--- src/rtl/gw_ahb_pkg.sv ---
// gw_ahb_pkg: shared AHB-Lite encodings and FSM state type for AHB initiators.
//   HTRANS / HRESP / HSIZE encodings, initiator state enum, request legality helper.
package gw_ahb_pkg;

  localparam logic [1:0] HTRANS_IDLE   = 2'b00;
  localparam logic [1:0] HTRANS_BUSY   = 2'b01;
  localparam logic [1:0] HTRANS_NONSEQ = 2'b10;
  localparam logic [1:0] HTRANS_SEQ    = 2'b11;

  localparam logic [1:0] HRESP_OKAY  = 2'b00;
  localparam logic [1:0] HRESP_ERROR = 2'b01;
  localparam logic [1:0] HRESP_RETRY = 2'b10;
  localparam logic [1:0] HRESP_SPLIT = 2'b11;

  localparam logic [2:0] HSIZE_BYTE = 3'b000;
  localparam logic [2:0] HSIZE_HALF = 3'b001;
  localparam logic [2:0] HSIZE_WORD = 3'b010;

  typedef enum logic [1:0] {
    ST_IDLE,
    ST_ADDR,
    ST_DATA,
    ST_RESP2
  } state_t;

  // A request is legal when its size is byte/half/word and the address is
  // naturally aligned to that size.
  function automatic logic req_legal(input logic [2:0] size, input logic [1:0] addr);
    case (size)
      HSIZE_BYTE: req_legal = 1'b1;
      HSIZE_HALF: req_legal = ~addr[0];
      HSIZE_WORD: req_legal = (addr == 2'b00);
      default:    req_legal = 1'b0;
    endcase
  endfunction

endpackage

--- src/rtl/gw_ahb_rdata_align.sv ---
// gw_ahb_rdata_align: right-justifies and zero-extends AHB read data.
//   hrdata : raw 32-bit HRDATA
//   addr   : transfer address bits [1:0] (byte lane offset)
//   size   : HSIZE of the transfer
//   rdata  : HRDATA >> (8*addr), masked to 8/16 bits for byte/half transfers
module gw_ahb_rdata_align
  import gw_ahb_pkg::*;
(
  input  logic [31:0] hrdata,
  input  logic [1:0]  addr,
  input  logic [2:0]  size,
  output logic [31:0] rdata
);

  logic [31:0] shifted;

  always_comb begin
    shifted = hrdata >> {addr, 3'b000};
    case (size)
      HSIZE_BYTE: rdata = {24'h000000, shifted[7:0]};
      HSIZE_HALF: rdata = {16'h0000, shifted[15:0]};
      default:    rdata = shifted;
    endcase
  end

endmodule

--- src/rtl/gw_ahb_cmd_master.sv ---
// gw_ahb_cmd_master: single-outstanding AHB initiator driven by fabric commands.
//   req_*  : command handshake (valid/ready), write flag, address, size, lane-placed wdata
//   rsp_*  : one-cycle completion pulse with error flag and aligned read data
//   AHB_*  : AHB-Lite master port; SINGLE bursts, NONSEQ/IDLE only, RETRY/SPLIT re-issued
//            up to MAX_RETRY times before completing with an error.
module gw_ahb_cmd_master
  import gw_ahb_pkg::*;
#(
  parameter int unsigned MAX_RETRY = 3,
  parameter logic [3:0]  HPROT_VAL = 4'b0011
) (
  input  logic        AHB_HCLK,
  input  logic        AHB_HRESETn,
  input  logic        req_valid,
  output logic        req_ready,
  input  logic        req_write,
  input  logic [31:0] req_addr,
  input  logic [2:0]  req_size,
  input  logic [31:0] req_wdata,
  output logic        rsp_valid,
  output logic        rsp_err,
  output logic [31:0] rsp_rdata,
  output logic [1:0]  AHB_HTRANS,
  output logic [2:0]  AHB_HBURST,
  output logic [3:0]  AHB_HPROT,
  output logic [2:0]  AHB_HSIZE,
  output logic        AHB_HWRITE,
  output logic [31:0] AHB_HADDR,
  output logic [31:0] AHB_HWDATA,
  input  logic [31:0] AHB_HRDATA,
  input  logic        AHB_HREADY,
  input  logic [1:0]  AHB_HRESP
);

  localparam int unsigned RW = (MAX_RETRY < 1) ? 1 : $clog2(MAX_RETRY + 1);
  localparam logic [RW-1:0] RETRY_LIMIT = RW'(MAX_RETRY);

  state_t        state, state_nx;
  logic [RW-1:0] retry_cnt, retry_nx;
  logic [31:0]   wdata_q, wdata_nx;
  logic [1:0]    htrans_nx;
  logic [31:0]   haddr_nx, hwdata_nx, rsp_rdata_nx, rdata_aligned;
  logic [2:0]    hsize_nx;
  logic          hwrite_nx, rsp_valid_nx, rsp_err_nx;
  logic          done, err;

  assign AHB_HBURST = 3'b000;
  assign AHB_HPROT  = HPROT_VAL;
  assign req_ready  = (state == ST_IDLE);

  // Latched HADDR/HSIZE describe the transfer in flight, so they drive alignment.
  gw_ahb_rdata_align u_align (
    .hrdata (AHB_HRDATA),
    .addr   (AHB_HADDR[1:0]),
    .size   (AHB_HSIZE),
    .rdata  (rdata_aligned)
  );

  always_comb begin
    state_nx     = state;
    retry_nx     = retry_cnt;
    wdata_nx     = wdata_q;
    htrans_nx    = AHB_HTRANS;
    haddr_nx     = AHB_HADDR;
    hwrite_nx    = AHB_HWRITE;
    hsize_nx     = AHB_HSIZE;
    hwdata_nx    = AHB_HWDATA;
    rsp_valid_nx = 1'b0;
    rsp_err_nx   = 1'b0;
    rsp_rdata_nx = rsp_rdata;
    done         = 1'b0;
    err          = 1'b0;

    case (state)
      ST_IDLE: begin
        if (req_valid) begin
          retry_nx = '0;
          if (!req_legal(req_size, req_addr[1:0])) begin
            done = 1'b1;
            err  = 1'b1;
          end else begin
            state_nx  = ST_ADDR;
            htrans_nx = HTRANS_NONSEQ;
            haddr_nx  = req_addr;
            hwrite_nx = req_write;
            hsize_nx  = req_size;
            wdata_nx  = req_wdata;
          end
        end
      end
      ST_ADDR: begin
        if (AHB_HREADY) begin
          state_nx  = ST_DATA;
          htrans_nx = HTRANS_IDLE;
          hwdata_nx = wdata_q;
        end
      end
      ST_DATA: begin
        if (AHB_HREADY) begin
          // A non-OKAY response with HREADY high skips the first response
          // cycle; it is reported as a failed transfer.
          done = 1'b1;
          err  = (AHB_HRESP != HRESP_OKAY);
        end else if (AHB_HRESP != HRESP_OKAY) begin
          state_nx = ST_RESP2;
        end
      end
      ST_RESP2: begin
        if (AHB_HREADY) begin
          if ((AHB_HRESP == HRESP_RETRY || AHB_HRESP == HRESP_SPLIT) &&
              (retry_cnt < RETRY_LIMIT)) begin
            retry_nx  = retry_cnt + RW'(1);
            state_nx  = ST_ADDR;
            htrans_nx = HTRANS_NONSEQ;
          end else begin
            done = 1'b1;
            err  = 1'b1;
          end
        end
      end
      default: state_nx = ST_IDLE;
    endcase

    if (done) begin
      state_nx     = ST_IDLE;
      rsp_valid_nx = 1'b1;
      rsp_err_nx   = err;
      rsp_rdata_nx = (err || AHB_HWRITE) ? '0 : rdata_aligned;
    end
  end

  always_ff @(posedge AHB_HCLK or negedge AHB_HRESETn) begin
    if (!AHB_HRESETn) begin
      state      <= ST_IDLE;
      retry_cnt  <= '0;
      wdata_q    <= '0;
      AHB_HTRANS <= HTRANS_IDLE;
      AHB_HADDR  <= '0;
      AHB_HWRITE <= 1'b0;
      AHB_HSIZE  <= HSIZE_WORD;
      AHB_HWDATA <= '0;
      rsp_valid  <= 1'b0;
      rsp_err    <= 1'b0;
      rsp_rdata  <= '0;
    end else begin
      state      <= state_nx;
      retry_cnt  <= retry_nx;
      wdata_q    <= wdata_nx;
      AHB_HTRANS <= htrans_nx;
      AHB_HADDR  <= haddr_nx;
      AHB_HWRITE <= hwrite_nx;
      AHB_HSIZE  <= hsize_nx;
      AHB_HWDATA <= hwdata_nx;
      rsp_valid  <= rsp_valid_nx;
      rsp_err    <= rsp_err_nx;
      rsp_rdata  <= rsp_rdata_nx;
    end
  end

endmodule

--- config.mk ---
export PLATFORM = sky130hd
export DESIGN_NAME = gw_ahb_cmd_master
export DESIGN_NICKNAME = d
export VERILOG_FILES = /design/src/rtl/gw_ahb_pkg.sv /design/src/rtl/gw_ahb_rdata_align.sv /design/src/rtl/gw_ahb_cmd_master.sv
export SDC_FILE = /design/constraint.sdc
export NUM_CORES = 1
export LEC_CHECK = 0
export CAP_MARGIN = 20
export CELL_PAD_IN_SITES_DETAIL_PLACEMENT = 1
export CELL_PAD_IN_SITES_GLOBAL_PLACEMENT = 1
export CORE_ASPECT_RATIO = 1.75
export CORE_MARGIN = 2
export CORE_UTILIZATION = 35
export DETAILED_ROUTE_END_ITERATION = 16
export PLACE_DENSITY_LB_ADDON = 0.05
export SLEW_MARGIN = 20
export SYNTH_ARGS = -nofsm -noshare
export SYNTH_HDL_FRONTEND = slang
export SYNTH_SLANG_ARGS = --single-unit
--- constraint.sdc ---
create_clock -name AHB_HCLK -period 2.1 [get_ports AHB_HCLK]
set_input_delay 0.63 -clock AHB_HCLK [delete_from_list [all_inputs] [get_ports AHB_HCLK]]
set_output_delay 0.63 -clock AHB_HCLK [all_outputs]
set_load 0.01 [all_outputs]
==> reports/qor.csv, run 1 <==
stage,metric,value,unit
sta,setup_tns,0,ns
cts,clk_pin_slew_worst_paths,0.06,ns
sta,tightest_slew,0.6189,ns
power,leakagePower,3.878,nW
yosys,synth_seq_area_share,0.5891,
power,power_density,1351,nW/um^2
cells_and_area,diodes,0,
yosys,yosysUniqueCellTypes,40,
route,drt_first_iter_violations,100,
die,die_h,175.9,um
power,p_comb_frac,0.394,
die,die_w,102.2,um
cts,h-tree-depth,4,
power,power.total,12.15,mW
route,drtAntennaViolNets,0,
grt,antenna_found_initial,0,
power,peakVddDrop,0.0006453,V
cts,clock-sinks,139,
sta,rsz0062_at_grt,false,
route,routedWlPerCell,18.50,um
cts,clock_latency,0.41,ns
grt,gr-total-overflow,0,
critical_path,crit_path_end_kind,flop,
route,via_per_inst,4.814,
route,drc,0,
grt,grt_usage,0.1874,
power,clkPwrFrac,0.249,
sta,period_minus_slack,2.025,ns
cells_and_area,drive_gt1_frac,0.2711,
power,swShare,0.3079,
critical_path,critPathMaxFanout,37,
critical_path,crit_required,2.40,ns
sta,fin_ws,0.07470,ns
cells_and_area,syn_to_final_growth,52.19,%
yosys,async_reset_ff_frac,1.000,
critical_path,cp_slowest_stage_delay,0.46,ns
yosys,synth.top_cell.area_share,0.5846,
placed_design,post-dp-hpwl,12050,um
power,switchingPower,3.740,mW
die,die_area,17970,sq um
yosys,ys_top_cells_by_area,"dfrtp_1 58%, mux2_2 20%, mux2i_1 3.1%",
cts,cts-root-buf,clkbuf_16,
cells_and_area,nets,752,
flow_run,drv_cap,0,
placed_design,dp_slack,-0.3878,ns
yosys,yosys.area.top_type,dfrtp_1,
route,drt_wl_total,16230,um
sta,timing.slew.headroom,0.5865,
grt,grt_pass1_vias,4635,
critical_path,start_kind,primary input,
yosys,syn_area_per_cell,14.20,sq um
sta,fin_crit_sh,0.9644,
cts,cts_buffer_depth,2,
grt,grt_max_degree,46,
critical_path,cp_cell_sequence,clkdlybuf4s50_1 -> o21a_1 -> o22ai_1 -> and3b_2 -> buf_12 -> mux2_2,
power,p_int,8.406,mW
critical_path,worstSetupPathType,in2reg,
yosys,netlist_area,5907,sq um
sta,finalHoldViolations,0,
cts,cts_inserted_buffers,17,
critical_path,cp_slowest_cell,clkdlybuf4s50_1,
min_path,hold_class,in2async,
sta,finalClockSkew,0.008975,ns
sta,fmax,493.8,MHz
placed_design,io_buffers,209,
yosys,synth_warnings,0,
power,seqPwrFrac,0.356,
cts,postCtsSetupBuffers,0,
sta,finalSetupViolations,0,
route,vias,4222,
yosys,ys_ff_latch,139,
route,first_pass_iters,4,
die,row_count,62,
cts,tritoncts,built,
cells_and_area,postLayoutCoreUtil,0.5466,
status,status,completed,
yosys,synth_cells,416,
die,initial_core_util,0.3592,
grt,grt_first_pass_wirelength,25540,um
sta,finalMaxSlewViolations,0,
placed_design,place_congestion,0.7987,
yosys,synth_edf_count,0,
yosys,ys.flop_type,dfrtp_1,
critical_path,arrival,2.32,ns
die,core_area,16450,sq um
die,io_pins,218,
per-layer routing:
metal,global-route usage,routed length [um],vias up
met5,0,0,-
met4,0.05278,206,0
met3,0.05412,1013,15
met2,0.3347,9013,132
met1,0.2140,5993,2148
li1,-,-,1927
layout make-up:
cell class	instances	area, sq um
clock buffer	19	442.9
clock inverter	13	157.7
fill	1690	7456
inverter	4	15.01
multi-input combinational	245	2228
sequential	139	3481
tap	224	280.3
timing repair buffer	233	2385
power by group through the flow:
stage	sequential [mW]	combinational [mW]	clock [mW]
finish	4.33	4.79	3.03
global route	4.50	5.17	3.25
CTS	4.36	4.89	3.13
detailed placement	4.39	4.85	0
global placement	4.31	4.73	0
floorplan	4.60	2.07	0
state kept, by name, indices dropped and copies added, names as in the netlist:
signal	flops
AHB_HADDR	32
retry_cnt	2
AHB_HWDATA	32
AHB_HWRITE	1
rsp_err	1
AHB_HSIZE	3
rsp_rdata	32
wdata_q	32
rsp_valid	1
state	2
AHB_HTRANS	1
worst paths after layout:
| check | from | endpoint | slack, ns | cells after the start |
|---|---|---|---|---|
| max reg2reg | state[0]$_DFFE_PN0P_ | wdata_q[3]$_DFFE_PN0P_ | 0.24 | 6 |
| max in group asynchronous | AHB_HRESETn | AHB_HTRANS[1]$_DFFE_PN0P_ | 1.33 | 2 |
| min reg2reg | AHB_HADDR[28]$_DFFE_PN0P_ | AHB_HADDR[28]$_DFFE_PN0P_ | 0.49 | 1 |
| max | req_size[0] | wdata_q[3]$_DFFE_PN0P_ | 0.07 | 6 |
| min | AHB_HRESETn | rsp_rdata[21]$_DFFE_PN0P_ | 0.15 | 1 |
| min in group AHB_HCLK | AHB_HADDR[28]$_DFFE_PN0P_ | AHB_HADDR[28]$_DFFE_PN0P_ | 0.49 | 1 |
worst max-delay path: cells and delay by family:
family                 cells  cell delay, ns
AO/OA/AOI/OAI              2            0.34
multiplexers               1            0.37
AND/OR/NAND/NOR            1            0.26
buffers and inverters      2            0.69
placed cells by master (no fill, tap or decap), types with 15 or more instances in the layout:
cell type | netlist | routed
o21ai_0 | 18 | 18
buf_4 | 9 | 15
mux2_2 | 103 | 103
nand2_1 | 21 | 21
a22o_1 | 17 | 17
clkdlybuf4s50_1 | 0 | 206
clkbuf_16 | 0 | 17
mux2i_1 | 18 | 18
dfrtp_1 | 138 | 137
logic make-up (layout without fill, tap and decap cells):
kind of cell             after synthesis  count (layout)  synth area share
other                                  2               8          0.001271
AND/OR/NAND/NOR                       44              44           0.03940
buffers and inverters                 38             269           0.04003
multiplexers                         125             125            0.2345
AO/OA/AOI/OAI                         62              62           0.08304
flip-flops                           139             139            0.5891
adder cells (fa/ha/maj)                6               6           0.01271
Yosys cell counts (2+ instances only):
library cell  count
o22ai_1           2
mux2_2          103
nor2_1            5
mux2i_1          18
nor2b_1           4
buf_2            11
a21oi_1           2
a22o_1           17
dfrtp_1         138
buf_6             6
mux2_1            4
buf_1             5
ha_1              6
conb_1            2
nand2b_1          2
and2_1            2
nand2_1          21
a32o_1            9
inv_1             4
a22o_2            8
o21ai_0          18
clkbuf_1          2
and4b_1           2
buf_4             9
through the flow:
step	hold WS, ns	cells	instance area [sq um]
2_1_floorplan	0.3344	422	5929
3_3_place_gp	0.4631	845	8376
3_5_place_dp	0.4811	845	8376
4_1_cts	0.1551	877	8987
5_1_grt	0.1622	877	8990
6_report	0.1453	877	8990
timing repair:
action                                  4_1_cts  5_1_grt
hold buffers                                  0        0
gates resized for setup                       5        3
endpoints found under the setup margin        2       10
(Power assumes the default switching activity.)
==> inputs of run 2 (changes only) <==
--- a/config.mk
+++ b/config.mk
@@ -8,7 +8,6 @@
 export CAP_MARGIN = 20
 export CELL_PAD_IN_SITES_DETAIL_PLACEMENT = 1
 export CELL_PAD_IN_SITES_GLOBAL_PLACEMENT = 1
-export CORE_ASPECT_RATIO = 1.75
 export CORE_MARGIN = 2
 export CORE_UTILIZATION = 35
 export DETAILED_ROUTE_END_ITERATION = 16
==> run 2 against run 1 <==
  * Cell count decreased by 0.11%
  * Clock-buffer cell count increased by 1
  * Fmax decreased by 0.60%
  * Critical endpoint is now wdata_q[16]$_DFFE_PN0P_
  * Largest power group unchanged
==> reports/qor.csv, run 2 (synthesized netlist as in run 1, its figures left out) <==
stage,metric,value,unit,change
sta,finalHoldViolations,0,,unchanged
critical_path,critPathMaxFanout,14,,-62%
sta,hold_slack,0.02970,ns,-0.1156 ns
critical_path,cp_slowest_stage_delay,0.42,ns,-0.04 ns
cts,tritoncts,built,,
critical_path,worstSetupPathType,in2reg,,
route,drt_wl_total,16320,um,+0.57%
grt,grt_max_degree,71,,+54%
cells_and_area,layout.cells.non_filler,876,,-0.11%
power,power.total,12.17,mW,+0.21%
die,io_pins,218,,unchanged
route,first_pass_iters,4,,unchanged
critical_path,crit_path_end_kind,flop,,
grt,grt_pass1_vias,4566,,-1.5%
power,leakagePower,3.938,nW,+1.5%
placed_design,dp_slack,-0.4011,ns,-0.01331 ns
sta,fin_ws,0.06253,ns,-0.01217 ns
placed_design,place_congestion,0.7945,,-0.53%
cts,clk_pin_slew_worst_paths,0.06,ns,about the same
cts,clock-sinks,139,,unchanged
sta,tightest_slew,0.5776,ns,-0.04138 ns
placed_design,io_buffers,209,,unchanged
sta,finalSetupViolations,0,,unchanged
placed_design,place_inst,838,,-0.83%
die,die_area,17930,sq um,-0.23%
cts,h-tree-depth,4,,unchanged
critical_path,arrival,2.33,ns,about the same
sta,timing.slew.headroom,0.6142,,+0.02764
die,die_w,133.9,um,+31%
sta,period_minus_slack,2.037,ns,+0.01217 ns
route,vias,4250,,+0.66%
status,status,completed,,
route,drt_first_iter_violations,93,,-7.0%
cts,hold_buffers,0,,unchanged
cells_and_area,syn_to_final_growth,52.89,%,
cells_and_area,diodes,0,,unchanged
die,row_count,47,,-24%
grt,grt_usage,0.1857,,-0.001671
die,core_area,16520,sq um,+0.48%
cells_and_area,final_common_cell,clkdlybuf4s50_1,,
cts,clock_latency,0.42,ns,about the same
placed_design,place_area,8348,sq um,-0.33%
sta,finalMaxSlewViolations,0,,unchanged
cts,cts_buffer_depth,2,,unchanged
critical_path,crit_buf_inv,3,,+1
route,via_per_inst,4.852,,+0.78%
placed_design,post-dp-hpwl,11790,um,-2.2%
critical_path,start_kind,primary input,,
critical_path,cp_cell_sequence,clkdlybuf4s50_1 -> o21a_1 -> o22ai_1 -> and3b_2 -> buf_4 -> buf_12 -> mux2_2,,
cells_and_area,drive_gt1_frac,0.2729,,+0.001809
route,drc,0,,unchanged
cells_and_area,fin_area,9031,sq um,+0.46%
flow_run,drv_cap,0,,unchanged
die,die_h,133.9,um,-24%
cells_and_area,layout_common_cells,"202 x clkdlybuf4s50_1, 138 x dfrtp_1, 103 x mux2_2, 21 x nand2_1",,
sta,fin_crit_sh,0.9702,,+0.005795
route,drtAntennaViolNets,0,,unchanged
grt,grt_first_pass_wirelength,25500,um,-0.19%
cts,cts_inserted_buffers,17,,unchanged
sta,fmax,490.8,MHz,-0.60%
critical_path,cp_slowest_cell,clkdlybuf4s50_1,,
sta,finalClockSkew,0.006793,ns,-0.002182 ns
critical_path,path_delay_family,buffers and inverters,,
cells_and_area,n_fill_cell,1647,,-2.5%
die,initial_core_util,0.3575,,-0.001713
critical_path,crit_required,2.40,ns,about the same
cts,cts-root-buf,clkbuf_16,,
route,routedWlPerCell,18.63,um,+0.69%
power,peakVddDrop,0.0007165,V,+11%
min_path,hold_class,in2async,,
power,power_density,1348,nW/um^2,-0.25%
grt,antenna_found_initial,0,,unchanged
grt,gr-total-overflow,0,,unchanged
cells_and_area,nets,755,,+0.40%
run 2: worst paths after layout:
path | start | to | slack, ns | cells after the start
max | req_addr[1] | wdata_q[16]$_DFFE_PN0P_ | 0.06 | 7
min in group AHB_HCLK | wdata_q[17]$_DFFE_PN0P_ | wdata_q[17]$_DFFE_PN0P_ | 0.48 | 1
min reg2reg | wdata_q[17]$_DFFE_PN0P_ | wdata_q[17]$_DFFE_PN0P_ | 0.48 | 1
max reg2reg | state[0]$_DFFE_PN0P_ | wdata_q[16]$_DFFE_PN0P_ | 0.17 | 7
min | AHB_HRESETn | AHB_HADDR[7]$_DFFE_PN0P_ | 0.03 | 1
max in group asynchronous | AHB_HRESETn | wdata_q[25]$_DFFE_PN0P_ | 1.46 | 2
run 2: power breakdown:
part	internal [mW]	switching, mW	leakage (nW)
clock network	1.79	1.17	0.278
logic	2.87	2.00	1.91
registers	3.76	0.582	1.75
total	8.41	3.76	3.94
run 2: final cells by class:
cell class                 instances  area (sq um)  area share
sequential                       139          3480      0.3853
timing repair buffer             236          2446      0.2709
multi-input combinational        245          2228      0.2467
clock buffer                      20         446.7     0.04946
tap                              220         275.3     0.03048
clock inverter                    12         140.1     0.01552
inverter                           4         15.01    0.001663
run 2: stage by stage:
| stage | TNS [ns] | util |
|---|---|---|
| final | 0 | 0.5465 |
| after global routing | -0.001647 | 0.5465 |
| after CTS | 0 | 0.5412 |
| after detailed placement | -35.69 | 0.5052 |
| after global placement | -30.24 | 0.5052 |
| after floorplan | 0 | - |
run 2: metal layers:
| layer | GRT usage | vias to the layer above | routed length (um) |
|---|---|---|---|
| met5 | 0 | - | 0 |
| met4 | 0.06619 | 0 | 246 |
| met3 | 0.06047 | 17 | 1060 |
| met2 | 0.3088 | 130 | 8418 |
| met1 | 0.2268 | 2164 | 6594 |
| li1 | - | 1939 | - |
run 2: timing repair:
item	CTS	global route
pin swaps	0	2
gates resized for setup	7	4
endpoints found under the setup margin	3	75
cloned	0	2
buffers inserted	0	4
==> inputs of run 3 (changes only) <==
--- a/config.mk
+++ b/config.mk
@@ -5,12 +5,14 @@
 export SDC_FILE = /design/constraint.sdc
 export NUM_CORES = 1
 export LEC_CHECK = 0
+export ABC_CLOCK_PERIOD_IN_PS = 2100
 export CAP_MARGIN = 20
 export CELL_PAD_IN_SITES_DETAIL_PLACEMENT = 1
 export CELL_PAD_IN_SITES_GLOBAL_PLACEMENT = 1
 export CORE_MARGIN = 2
 export CORE_UTILIZATION = 35
 export DETAILED_ROUTE_END_ITERATION = 16
+export HOLD_SLACK_MARGIN = 0.12
 export PLACE_DENSITY_LB_ADDON = 0.05
 export SLEW_MARGIN = 20
 export SYNTH_ARGS = -nofsm -noshare
==> run 3 against run 2 <==
  * Via count barely moved
  * Clock power barely moved
  * Clock skew barely moved
  * Largest power group unchanged
  * Largest cell class unchanged
  * Flip-flop and latch count did not move
  * Total power barely moved
  * Routed wire length barely moved
==> reports/qor.csv, run 3 (synthesized netlist as in run 1, its figures left out) <==
stage,metric,value,unit,change
sta,finalSetupViolations,0,,unchanged
grt,grt_usage,0.1857,,unchanged
sta,fin_ws,0.06063,ns,-0.001898 ns
die,die_area,17930,sq um,unchanged
critical_path,crit_required,2.40,ns,about the same
cts,clock_latency,0.42,ns,about the same
die,core_area,16520,sq um,unchanged
cts,cts_buffer_depth,2,,unchanged
cts,clk_pin_slew_worst_paths,0.06,ns,about the same
grt,grt_max_degree,71,,unchanged
cts,cts_inserted_buffers,17,,unchanged
critical_path,r2r_slack,0.17,ns,about the same
cts,tritoncts,built,,
die,die_w,133.9,um,unchanged
placed_design,place_congestion,0.7945,,unchanged
route,drt_wl_total,16330,um,about the same
cells_and_area,layout_common_cells,"202 x clkdlybuf4s50_1, 138 x dfrtp_1, 103 x mux2_2, 21 x nand2_1",,
critical_path,critPathMaxFanout,14,,unchanged
critical_path,worstSetupPathType,in2reg,,
route,vias,4254,,+0.094%
die,die_h,133.9,um,unchanged
sta,fmax,490.3,MHz,about the same
die,initial_core_util,0.3575,,unchanged
flow_run,drv_cap,0,,unchanged
critical_path,crit_path_end_kind,flop,,
sta,fin_crit_sh,0.9711,,about the same
cells_and_area,syn_to_final_growth,53.06,%,
cells_and_area,diodes,0,,unchanged
placed_design,place_inst,838,,unchanged
power,peakVddDrop,0.0007166,V,about the same
die,io_pins,218,,unchanged
cells_and_area,final_common_cell,clkdlybuf4s50_1,,
route,via_per_inst,4.851,,about the same
placed_design,post-dp-hpwl,11790,um,unchanged
route,drt_first_iter_violations,89,,-4.3%
placed_design,dp_slack,-0.4011,ns,unchanged
sta,finalClockSkew,0.007010,ns,+0.0002174 ns
cts,h-tree-depth,4,,unchanged
power,power_density,1346,nW/um^2,about the same
grt,grt_first_pass_wirelength,25500,um,unchanged
cells_and_area,drive_gt1_frac,0.2725,,-0.0004153
route,drtAntennaViolNets,0,,unchanged
placed_design,io_buffers,209,,unchanged
route,drc,0,,unchanged
sta,timing.slew.headroom,0.6162,,+0.001996
cts,cts-root-buf,clkbuf_16,,
power,leakagePower,3.942,nW,+0.11%
die,row_count,47,,unchanged
sta,tightest_slew,0.5746,ns,-0.002987 ns
sta,finalMaxSlewViolations,0,,unchanged
critical_path,arrival,2.33,ns,about the same
critical_path,start_kind,primary input,,
route,routedWlPerCell,18.62,um,about the same
min_path,hold_class,reg2reg,,
cts,clock-sinks,139,,unchanged
grt,grt_pass1_vias,4566,,unchanged
grt,antenna_found_initial,0,,unchanged
sta,period_minus_slack,2.039,ns,+0.001898 ns
route,first_pass_iters,4,,unchanged
grt,gr-total-overflow,0,,unchanged
sta,finalHoldViolations,0,,unchanged
status,status,completed,,
cells_and_area,nets,756,,+0.13%
cells_and_area,layout.cells.non_filler,877,,+0.11%
[run 3: cell count changes in the layout (fill, tap and decap cells not counted), sizes merged]
cell	previous run	this run
dlygate4sd3	0	1
[run 3: worst max-delay path, stage by stage]
cell and delay [ns]:
clkdlybuf4s50_1 0.42, o21a_1 0.22, o22ai_1 0.13, and3b_2 0.24, buf_4 0.17, buf_12 0.16
mux2_2 0.35
[run 3: final cells by class]
| type | instances | area [sq um] |
|---|---|---|
| Inverter | 4 | 15.01 |
| Timing Repair Buffer | 237 | 2456 |
| Fill cell | 1646 | 7483 |
| Clock inverter | 12 | 140.1 |
| Sequential cell | 139 | 3480 |
| Tap cell | 220 | 275.3 |
| Multi-Input combinational cell | 245 | 2228 |
| Clock buffer | 20 | 446.7 |
[run 3: final timing paths]
kind,depth (start not counted),startpoint,end
min,1,wdata_q[17]$_DFFE_PN0P_,wdata_q[17]$_DFFE_PN0P_
max,7,req_addr[1],wdata_q[16]$_DFFE_PN0P_
min in group asynchronous,2,AHB_HRESETn,AHB_HADDR[7]$_DFFE_PN0P_
max in group asynchronous,3,AHB_HRESETn,wdata_q[25]$_DFFE_PN0P_
max reg2reg,7,state[0]$_DFFE_PN0P_,wdata_q[16]$_DFFE_PN0P_
min reg2reg,1,wdata_q[17]$_DFFE_PN0P_,wdata_q[17]$_DFFE_PN0P_
[run 3: timing repair]
action                                 in CTS  in global routing
cloned                                      0                  2
setup endpoints to repair                   3                 75
hold buffers                                1                  0
buffers inserted                            0                  4
pin swaps                                   0                  2
endpoints found under the hold margin      12                  0
gates resized for setup                     7                  4
[run 3: metal layers]
metal / global-route usage / wire (um)
met1: 0.2271 / 6554
met2: 0.3088 / 8430
met3: 0.06009 / 1115
met4: 0.06619 / 227
met5: 0 / 0
[run 3: through the flow]
stage	utilization	TNS, ns	instance area (sq um)	hold WS, ns	power [mW]
final	0.5471	0	9041	0.4839	12.17
after global routing	0.5471	-0.001647	9041	0.5139	12.91
after CTS	0.5418	0	8954	0.4933	12.29
after detailed placement	0.5052	-35.69	8348	0.4715	9.234
after global placement	0.5052	-30.24	8348	0.4639	9.034
after floorplan	-	0	5929	0.3344	6.673
[run 3: power by group]
part           total [mW]  internal [mW]  switching, mW
Clock                2.96           1.79           1.17
Sequential           4.34           3.76          0.582
Combinational        4.87           2.87           2.00
